==> src/rtl/hazard3_apb_pkg.sv <==
// Shared APB definitions: requester FSM state encoding and default abort threshold.
// Used by hazard3_apb_requester and intended for future APB completers/monitors.
package hazard3_apb_pkg;

  typedef enum logic [1:0] {
    APB_IDLE   = 2'd0,
    APB_SETUP  = 2'd1,
    APB_ACCESS = 2'd2
  } apb_state_e;

  localparam int unsigned APB_TIMEOUT_CYCLES_DEFAULT = 255;

endpackage

==> src/rtl/hazard3_apb_timeout_ctr.sv <==
// Counts ACCESS cycles without pready; expired flags the cycle that reaches the threshold.
// Only instanced when HAZARD3_APB_TIMEOUT_EN is defined.
module hazard3_apb_timeout_ctr #(
  parameter int unsigned TIMEOUT_CYCLES = 255
) (
  input  logic clk,
  input  logic rst,
  input  logic clear,
  input  logic count_en,
  output logic expired
);

  localparam int unsigned CntW = $clog2(TIMEOUT_CYCLES + 1);

  logic [CntW-1:0] cnt_q, cnt_d;

  always_comb begin
    cnt_d = cnt_q;
    if (clear) begin
      cnt_d = '0;
    end else if (count_en) begin
      cnt_d = cnt_q + CntW'(1);
    end
  end

  always_ff @(posedge clk) begin
    if (rst) begin
      cnt_q <= '0;
    end else begin
      cnt_q <= cnt_d;
    end
  end

  // The current stalled cycle is the TIMEOUT_CYCLES-th one, so abort on it.
  assign expired = count_en && (cnt_q == CntW'(TIMEOUT_CYCLES - 1));

endmodule

==> src/rtl/hazard3_apb_requester.sv <==
// APB3 requester: one-outstanding valid/ready request port to SETUP/ACCESS transfers.
// Optional ACCESS-phase abort enabled by defining HAZARD3_APB_TIMEOUT_EN.
module hazard3_apb_requester
  import hazard3_apb_pkg::*;
#(
  parameter int unsigned W_ADDR         = 16,
  parameter int unsigned W_DATA         = 32,
  parameter int unsigned TIMEOUT_CYCLES = APB_TIMEOUT_CYCLES_DEFAULT
) (
  input  logic              clk,
  input  logic              rst,

  input  logic              req_valid,
  output logic              req_ready,
  input  logic              req_write,
  input  logic [W_ADDR-1:0] req_addr,
  input  logic [W_DATA-1:0] req_wdata,

  output logic              resp_valid,
  input  logic              resp_ready,
  output logic [W_DATA-1:0] resp_rdata,
  output logic              resp_err,
  output logic              resp_timeout,

  output logic [W_ADDR-1:0] paddr,
  output logic              psel,
  output logic              penable,
  output logic              pwrite,
  output logic [W_DATA-1:0] pwdata,
  input  logic [W_DATA-1:0] prdata,
  input  logic              pready,
  input  logic              pslverr
);

  apb_state_e        state_q, state_d;
  logic [W_ADDR-1:0] paddr_q, paddr_d;
  logic              psel_q, psel_d;
  logic              penable_q, penable_d;
  logic              pwrite_q, pwrite_d;
  logic [W_DATA-1:0] pwdata_q, pwdata_d;
  logic              resp_valid_q, resp_valid_d;
  logic [W_DATA-1:0] resp_rdata_q, resp_rdata_d;
  logic              resp_err_q, resp_err_d;
  logic              resp_timeout_q, resp_timeout_d;

  logic              timeout_expired;

`ifdef HAZARD3_APB_TIMEOUT_EN
  logic ctr_clear;
  logic ctr_count_en;

  assign ctr_clear    = (state_q == APB_SETUP);
  assign ctr_count_en = (state_q == APB_ACCESS) && !pready;

  hazard3_apb_timeout_ctr #(
    .TIMEOUT_CYCLES(TIMEOUT_CYCLES)
  ) u_timeout_ctr (
    .clk     (clk),
    .rst     (rst),
    .clear   (ctr_clear),
    .count_en(ctr_count_en),
    .expired (timeout_expired)
  );
`else
  assign timeout_expired = 1'b0;
`endif

  assign req_ready = (state_q == APB_IDLE) && !resp_valid_q;

  always_comb begin
    state_d        = state_q;
    paddr_d        = paddr_q;
    psel_d         = psel_q;
    penable_d      = penable_q;
    pwrite_d       = pwrite_q;
    pwdata_d       = pwdata_q;
    resp_valid_d   = resp_valid_q;
    resp_rdata_d   = resp_rdata_q;
    resp_err_d     = resp_err_q;
    resp_timeout_d = resp_timeout_q;

    if (resp_valid_q && resp_ready) begin
      resp_valid_d   = 1'b0;
      resp_rdata_d   = '0;
      resp_err_d     = 1'b0;
      resp_timeout_d = 1'b0;
    end

    unique case (state_q)
      APB_IDLE: begin
        if (req_valid && req_ready) begin
          state_d   = APB_SETUP;
          paddr_d   = req_addr;
          pwrite_d  = req_write;
          pwdata_d  = req_write ? req_wdata : '0;
          psel_d    = 1'b1;
          penable_d = 1'b0;
        end
      end
      APB_SETUP: begin
        state_d   = APB_ACCESS;
        penable_d = 1'b1;
      end
      APB_ACCESS: begin
        // pready wins over a same-cycle timeout
        if (pready) begin
          state_d        = APB_IDLE;
          psel_d         = 1'b0;
          penable_d      = 1'b0;
          resp_valid_d   = 1'b1;
          resp_err_d     = pslverr;
          resp_timeout_d = 1'b0;
          resp_rdata_d   = (!pwrite_q && !pslverr) ? prdata : '0;
        end else if (timeout_expired) begin
          state_d        = APB_IDLE;
          psel_d         = 1'b0;
          penable_d      = 1'b0;
          resp_valid_d   = 1'b1;
          resp_err_d     = 1'b1;
          resp_timeout_d = 1'b1;
          resp_rdata_d   = '0;
        end
      end
      default: begin
        state_d   = APB_IDLE;
        psel_d    = 1'b0;
        penable_d = 1'b0;
      end
    endcase
  end

  always_ff @(posedge clk) begin
    if (rst) begin
      state_q        <= APB_IDLE;
      paddr_q        <= '0;
      psel_q         <= 1'b0;
      penable_q      <= 1'b0;
      pwrite_q       <= 1'b0;
      pwdata_q       <= '0;
      resp_valid_q   <= 1'b0;
      resp_rdata_q   <= '0;
      resp_err_q     <= 1'b0;
      resp_timeout_q <= 1'b0;
    end else begin
      state_q        <= state_d;
      paddr_q        <= paddr_d;
      psel_q         <= psel_d;
      penable_q      <= penable_d;
      pwrite_q       <= pwrite_d;
      pwdata_q       <= pwdata_d;
      resp_valid_q   <= resp_valid_d;
      resp_rdata_q   <= resp_rdata_d;
      resp_err_q     <= resp_err_d;
      resp_timeout_q <= resp_timeout_d;
    end
  end

  assign paddr        = paddr_q;
  assign psel         = psel_q;
  assign penable      = penable_q;
  assign pwrite       = pwrite_q;
  assign pwdata       = pwdata_q;
  assign resp_valid   = resp_valid_q;
  assign resp_rdata   = resp_rdata_q;
  assign resp_err     = resp_err_q;
  assign resp_timeout = resp_timeout_q;

endmodule

==> config.mk <==
export PLATFORM = sky130hd
export DESIGN_NAME = hazard3_apb_requester
export DESIGN_NICKNAME = d
export VERILOG_FILES = /design/src/rtl/hazard3_apb_pkg.sv /design/src/rtl/hazard3_apb_timeout_ctr.sv /design/src/rtl/hazard3_apb_requester.sv
export SDC_FILE = /design/constraint.sdc
export NUM_CORES = 1
export LEC_CHECK = 0
export BUFFER_PORTS_ARGS = -buffer_cell sky130_fd_sc_hd__buf_4
export CAP_MARGIN = 10
export CORE_MARGIN = 3
export CORE_UTILIZATION = 49
export CTS_BUF_LIST = sky130_fd_sc_hd__clkbuf_2
export DETAILED_ROUTE_END_ITERATION = 7
export PLACE_DENSITY = 0.95
export SLEW_MARGIN = 20
export SYNTH_ARGS = -nofsm -noshare
export SYNTH_HDL_FRONTEND = slang
export SYNTH_SLANG_ARGS = --single-unit
==> constraint.sdc <==
create_clock -name clk -period 2.2 [get_ports clk]
set_clock_uncertainty 0.15 [all_clocks]
set_input_delay 0.11 -clock clk [delete_from_list [all_inputs] [get_ports clk]]
set_output_delay 0.11 -clock clk [all_outputs]
set_load 0.05 [all_outputs]
==> flow_summary.json, run 1 <==
{
  "outcome": "aborted with a tool error",
  "haltStage": "clock tree synthesis",
  "error_line": "[ERROR RSZ-0060] Max buffer count reached.",
  "fp-row-count": 28,
  "synthesis.instances": 385,
  "cts_root_buffer": "clkbuf_2",
  "clock_sink_count": 87,
  "synth.top_cell.area_share_pct": 55.6,
  "cts_resized": 0,
  "post_synth.cell_area_avg_um2": 8.14,
  "total_number_of_yosys_warnings": 0,
  "io_pins": 174,
  "synth.cell_area_um2": 3130,
  "dieWidth_um": 86.0,
  "async_reset_ff_share_pct": 0,
  "initial_utilization_pct": 51.7,
  "synth.most_common_cell": "nand2_1",
  "place.gp.congestion": 0.806,
  "post_synth_edffs": 0,
  "netlist.top_cell.by_area": "dfxtp_1",
  "sequential_to_total_area_share_from_yosys_stat_pct": 55.6,
  "cts_max_level": 3,
  "clk_path_buf_depth": 2,
  "cts-hold-fix-buffers": 125,
  "die_height_um": 86.0,
  "synth.cells.most_frequent": "98 x nand2_1, 87 x dfxtp_1, 65 x nand3_1",
  "ys_dominant_reg_cell": "dfxtp_1",
  "netlist_top_cells_area": "dfxtp_1 56%, nand2_1 12%, nand3_1 10%, a21oi_1 8.3%, o21ai_0 5.3%",
  "dp_hpwl_um": 6410,
  "io_buffers": 173,
  "ys_seq_elements": 87,
  "cts_setup_buffers": 0,
  "netlist-cell-type-count": 17,
  "numCtsBuffers": 9,
  "syn-num-nets": 472
}
==> logic make-up after synthesis <==
kind of cell	Yosys count	share of synthesized area (%)
buffers and inverters	35	5.79
and+or+nand+nor	178	25.1
AOI/OAI and AO/OA	85	13.6
DFF	87	55.6
==> per-stage QoR <==
stage,instances,setup slack [ns],instance area [um^2],hold slack [ns],utilization [%]
after detailed placement,605,0.480,4420,0.216,73.0
after global placement,605,0.533,4420,0.205,73.0
after floorplan,385,0.269,3130,0.0960,-
==> inputs of run 2 (changes only) <==
--- a/config.mk
+++ b/config.mk
@@ -8,10 +8,9 @@
 export BUFFER_PORTS_ARGS = -buffer_cell sky130_fd_sc_hd__buf_4
 export CAP_MARGIN = 10
 export CORE_MARGIN = 3
-export CORE_UTILIZATION = 49
-export CTS_BUF_LIST = sky130_fd_sc_hd__clkbuf_2
+export CORE_UTILIZATION = 40
 export DETAILED_ROUTE_END_ITERATION = 7
-export PLACE_DENSITY = 0.95
+export PLACE_DENSITY_LB_ADDON = 0.15
 export SLEW_MARGIN = 20
 export SYNTH_ARGS = -nofsm -noshare
 export SYNTH_HDL_FRONTEND = slang
==> flow_summary.json, run 2 <==
{
  "layout.filler_cells": 544,
  "power_density_nw_per_um2": 660,
  "timing.final.crit_period_ns": 2.05,
  "slowest_delay_ns": 0.58,
  "grtUsageTotal_pct": 23.5,
  "dieWidth_um": 94.5,
  "finalSetupViolations": 0,
  "sequential_cell_area_um2": 1740,
  "fp-row-count": 31,
  "detailroute.via_count": 3544,
  "netlist_top_cells_area": "dfxtp_1 56%, nand2_1 12%, nand3_1 10%, a21oi_1 8.3%, o21ai_0 5.3%",
  "post_synth.cell_area_avg_um2": 8.14,
  "finish.instance_area_um2": 5540,
  "setup.worst_path.class": "flip-flop to flip-flop",
  "route.detailed.vias_per_inst": 4.85,
  "worst_path_max_delay_cell": "dlygate4sd3_1",
  "place.gp.congestion": 0.721,
  "clk_path_buf_depth": 2,
  "n_antenna_cell": 0,
  "ys_dominant_reg_cell": "dfxtp_1",
  "wl_um": 10500,
  "io_pins": 174,
  "crit_path_end_kind": "flip-flop",
  "syn-num-nets": 472,
  "antenna_found_initial": 0,
  "worstMarginPinSlew_ns": 0.560,
  "dp_hpwl_um": 6160,
  "cts_root_buffer": "clkbuf_8",
  "synth.cells.most_frequent": "98 x nand2_1, 87 x dfxtp_1, 65 x nand3_1",
  "outcome": "completed",
  "worst_ir_drop_vdd_uv": 442,
  "post_synth_edffs": 0,
  "layout_overhead_on_the_synthesized_area_pct": 76.6,
  "timing.critical_path.fanout_max": 68,
  "sum_of_negative_setup_slack_ns": 0,
  "async_reset_ff_share_pct": 0,
  "route.antenna.remaining_nets": 0,
  "timing.critical_path.from_type": "flip-flop",
  "clk-insertion-delay-late_ns": 0.34,
  "cts_max_level": 3,
  "max_slew_margin_pct": 62.7,
  "worst_ep_arrival_time_ns": 2.12,
  "clkTransAtPathRegs_ns": 0.08,
  "worst_path_dominant_cell_family": "buffers and inverters",
  "placed_cell_area_um2": 4460,
  "numCtsBuffers": 9,
  "netlist.top_cell.by_area": "dfxtp_1",
  "data_required_time_of_the_critical_path_ns": 2.27,
  "overflow": 0,
  "dr.pass1.iters": 5,
  "io_buffers": 173,
  "most_common_cell_after_layout_fill_and_taps_aside": "buf_4",
  "grt_max_degree": 69,
  "tritoncts": "yes",
  "via_count_of_the_first_global_routing_pass": 3531,
  "layout_worst_path_cycle_share_pct": 93.1,
  "synthesis.instances": 385,
  "design.final.nets": 714,
  "routed_wire_length_per_instance_um": 14.4,
  "commonest_cells_after_routing_fill_and_taps_aside": "179 x buf_4, 98 x nand2_1, 87 x dfxtp_1",
  "coreArea_um2": 7410,
  "maxCapViolCount": 0,
  "final_hold_viol_count": 0,
  "initial_utilization_pct": 42.3,
  "slew_violations": 0,
  "route.detailed.drc": 0,
  "drt_iter0_drc": 108,
  "synth.top_cell.area_share_pct": 55.6,
  "die_height_um": 94.5,
  "rsz0062_at_grt": "no",
  "die_area_um2": 8930,
  "cp.buffers_inverters": 2,
  "area_of_the_multi_input_gates_um2": 1230,
  "final_hold_slack_ns": 0.0365,
  "synth.cell_area_um2": 3130,
  "ys_seq_elements": 87,
  "max_freq_ghz": 0.488,
  "total_number_of_yosys_warnings": 0,
  "drive_above_1_share_pct": 31.2,
  "cellLeakagePower_uw": 0.00240,
  "clock_sink_count": 87,
  "worstPathCellList": "nand3b_1 > buf_4 > a21oi_1 > dlygate4sd3_1",
  "netlist-cell-type-count": 17,
  "sequential_to_total_area_share_from_yosys_stat_pct": 55.6,
  "cts_resized": 0,
  "grt_pass1_wl_um": 16500,
  "synth.most_common_cell": "nand2_1",
  "worstHoldPathType": "input port to flip-flop"
}
-- run 2: worst reg2reg max path, stage by stage, from the launching register on --
cell,delay [ns]
dfxtp_1,0.47
nand3b_1,0.15
buf_4,0.47
a21oi_1,0.12
dlygate4sd3_1,0.58
-- run 2: worst paths after layout --
check                               start                       to  slack, ns  cells after the start
setup reg to reg  state_q[0]$_SDFFE_PP0P_    resp_valid$_SDFF_PP0_       0.15                      4
setup / recovery  state_q[0]$_SDFFE_PP0P_    resp_valid$_SDFF_PP0_       0.15                      4
hold reg to reg   pwdata[11]$_SDFFE_PP0P_  pwdata[11]$_SDFFE_PP0P_       0.30                      2
hold / removal                  req_valid      pwrite$_SDFFE_PP0P_       0.04                      4
-- run 2: cells by family after synthesis --
| logic type | share of synthesized area, % |
|---|---|
| compound gates | 13.6 |
| buf+inv | 5.79 |
| flops | 55.6 |
| simple gates | 25.1 |
-- run 2: timing repair --
item | 4_1_cts | 5_1_grt
hold buffers | 85 | 0
buffers inserted | 0 | 0
hold endpoints to repair | 86 | 0
-- run 2: stage by stage --
| stage | util, % | setup WS [ns] | cells | power [uW] |
|---|---|---|---|---|
| floorplan | - | 0.269 | 385 | 2090 |
| global placement | 60.2 | 0.598 | 630 | 2340 |
| detailed placement | 60.2 | 0.520 | 630 | 2340 |
| CTS | 74.7 | 0.149 | 731 | 3680 |
| global route | 74.7 | 0.000381 | 731 | 3810 |
| finish | 74.7 | 0.151 | 731 | 3660 |
-- run 2: power by group --
| part | internal (uW) | switching, uW | leakage (uW) |
|---|---|---|---|
| registers | 1630 | 34.7 | 0.000707 |
| logic | 332 | 439 | 0.00157 |
| clock network | 702 | 517 | 0.000114 |
-- run 2: layout make-up --
type / instances / share of cell area, %
inverters: 1 / 0.0678
clock buffers: 13 / 2.87
well taps: 99 / 2.24
clock inverters: 3 / 1.18
multi-input cells: 263 / 22.2
repair buffers: 265 / 40.0
flip-flops and latches: 87 / 31.5
-- run 2: layer usage --
metal  vias to the layer above  global-route usage, %  wire length [um]
li1                       1774                      -                 -
met1                      1633                   25.8              4080
met2                       117                   43.1              5530
met3                        20                   5.98               658
met4                         0                   9.38               241
met5                         -                      0                 0
Power figures use the tool's default switching activity.
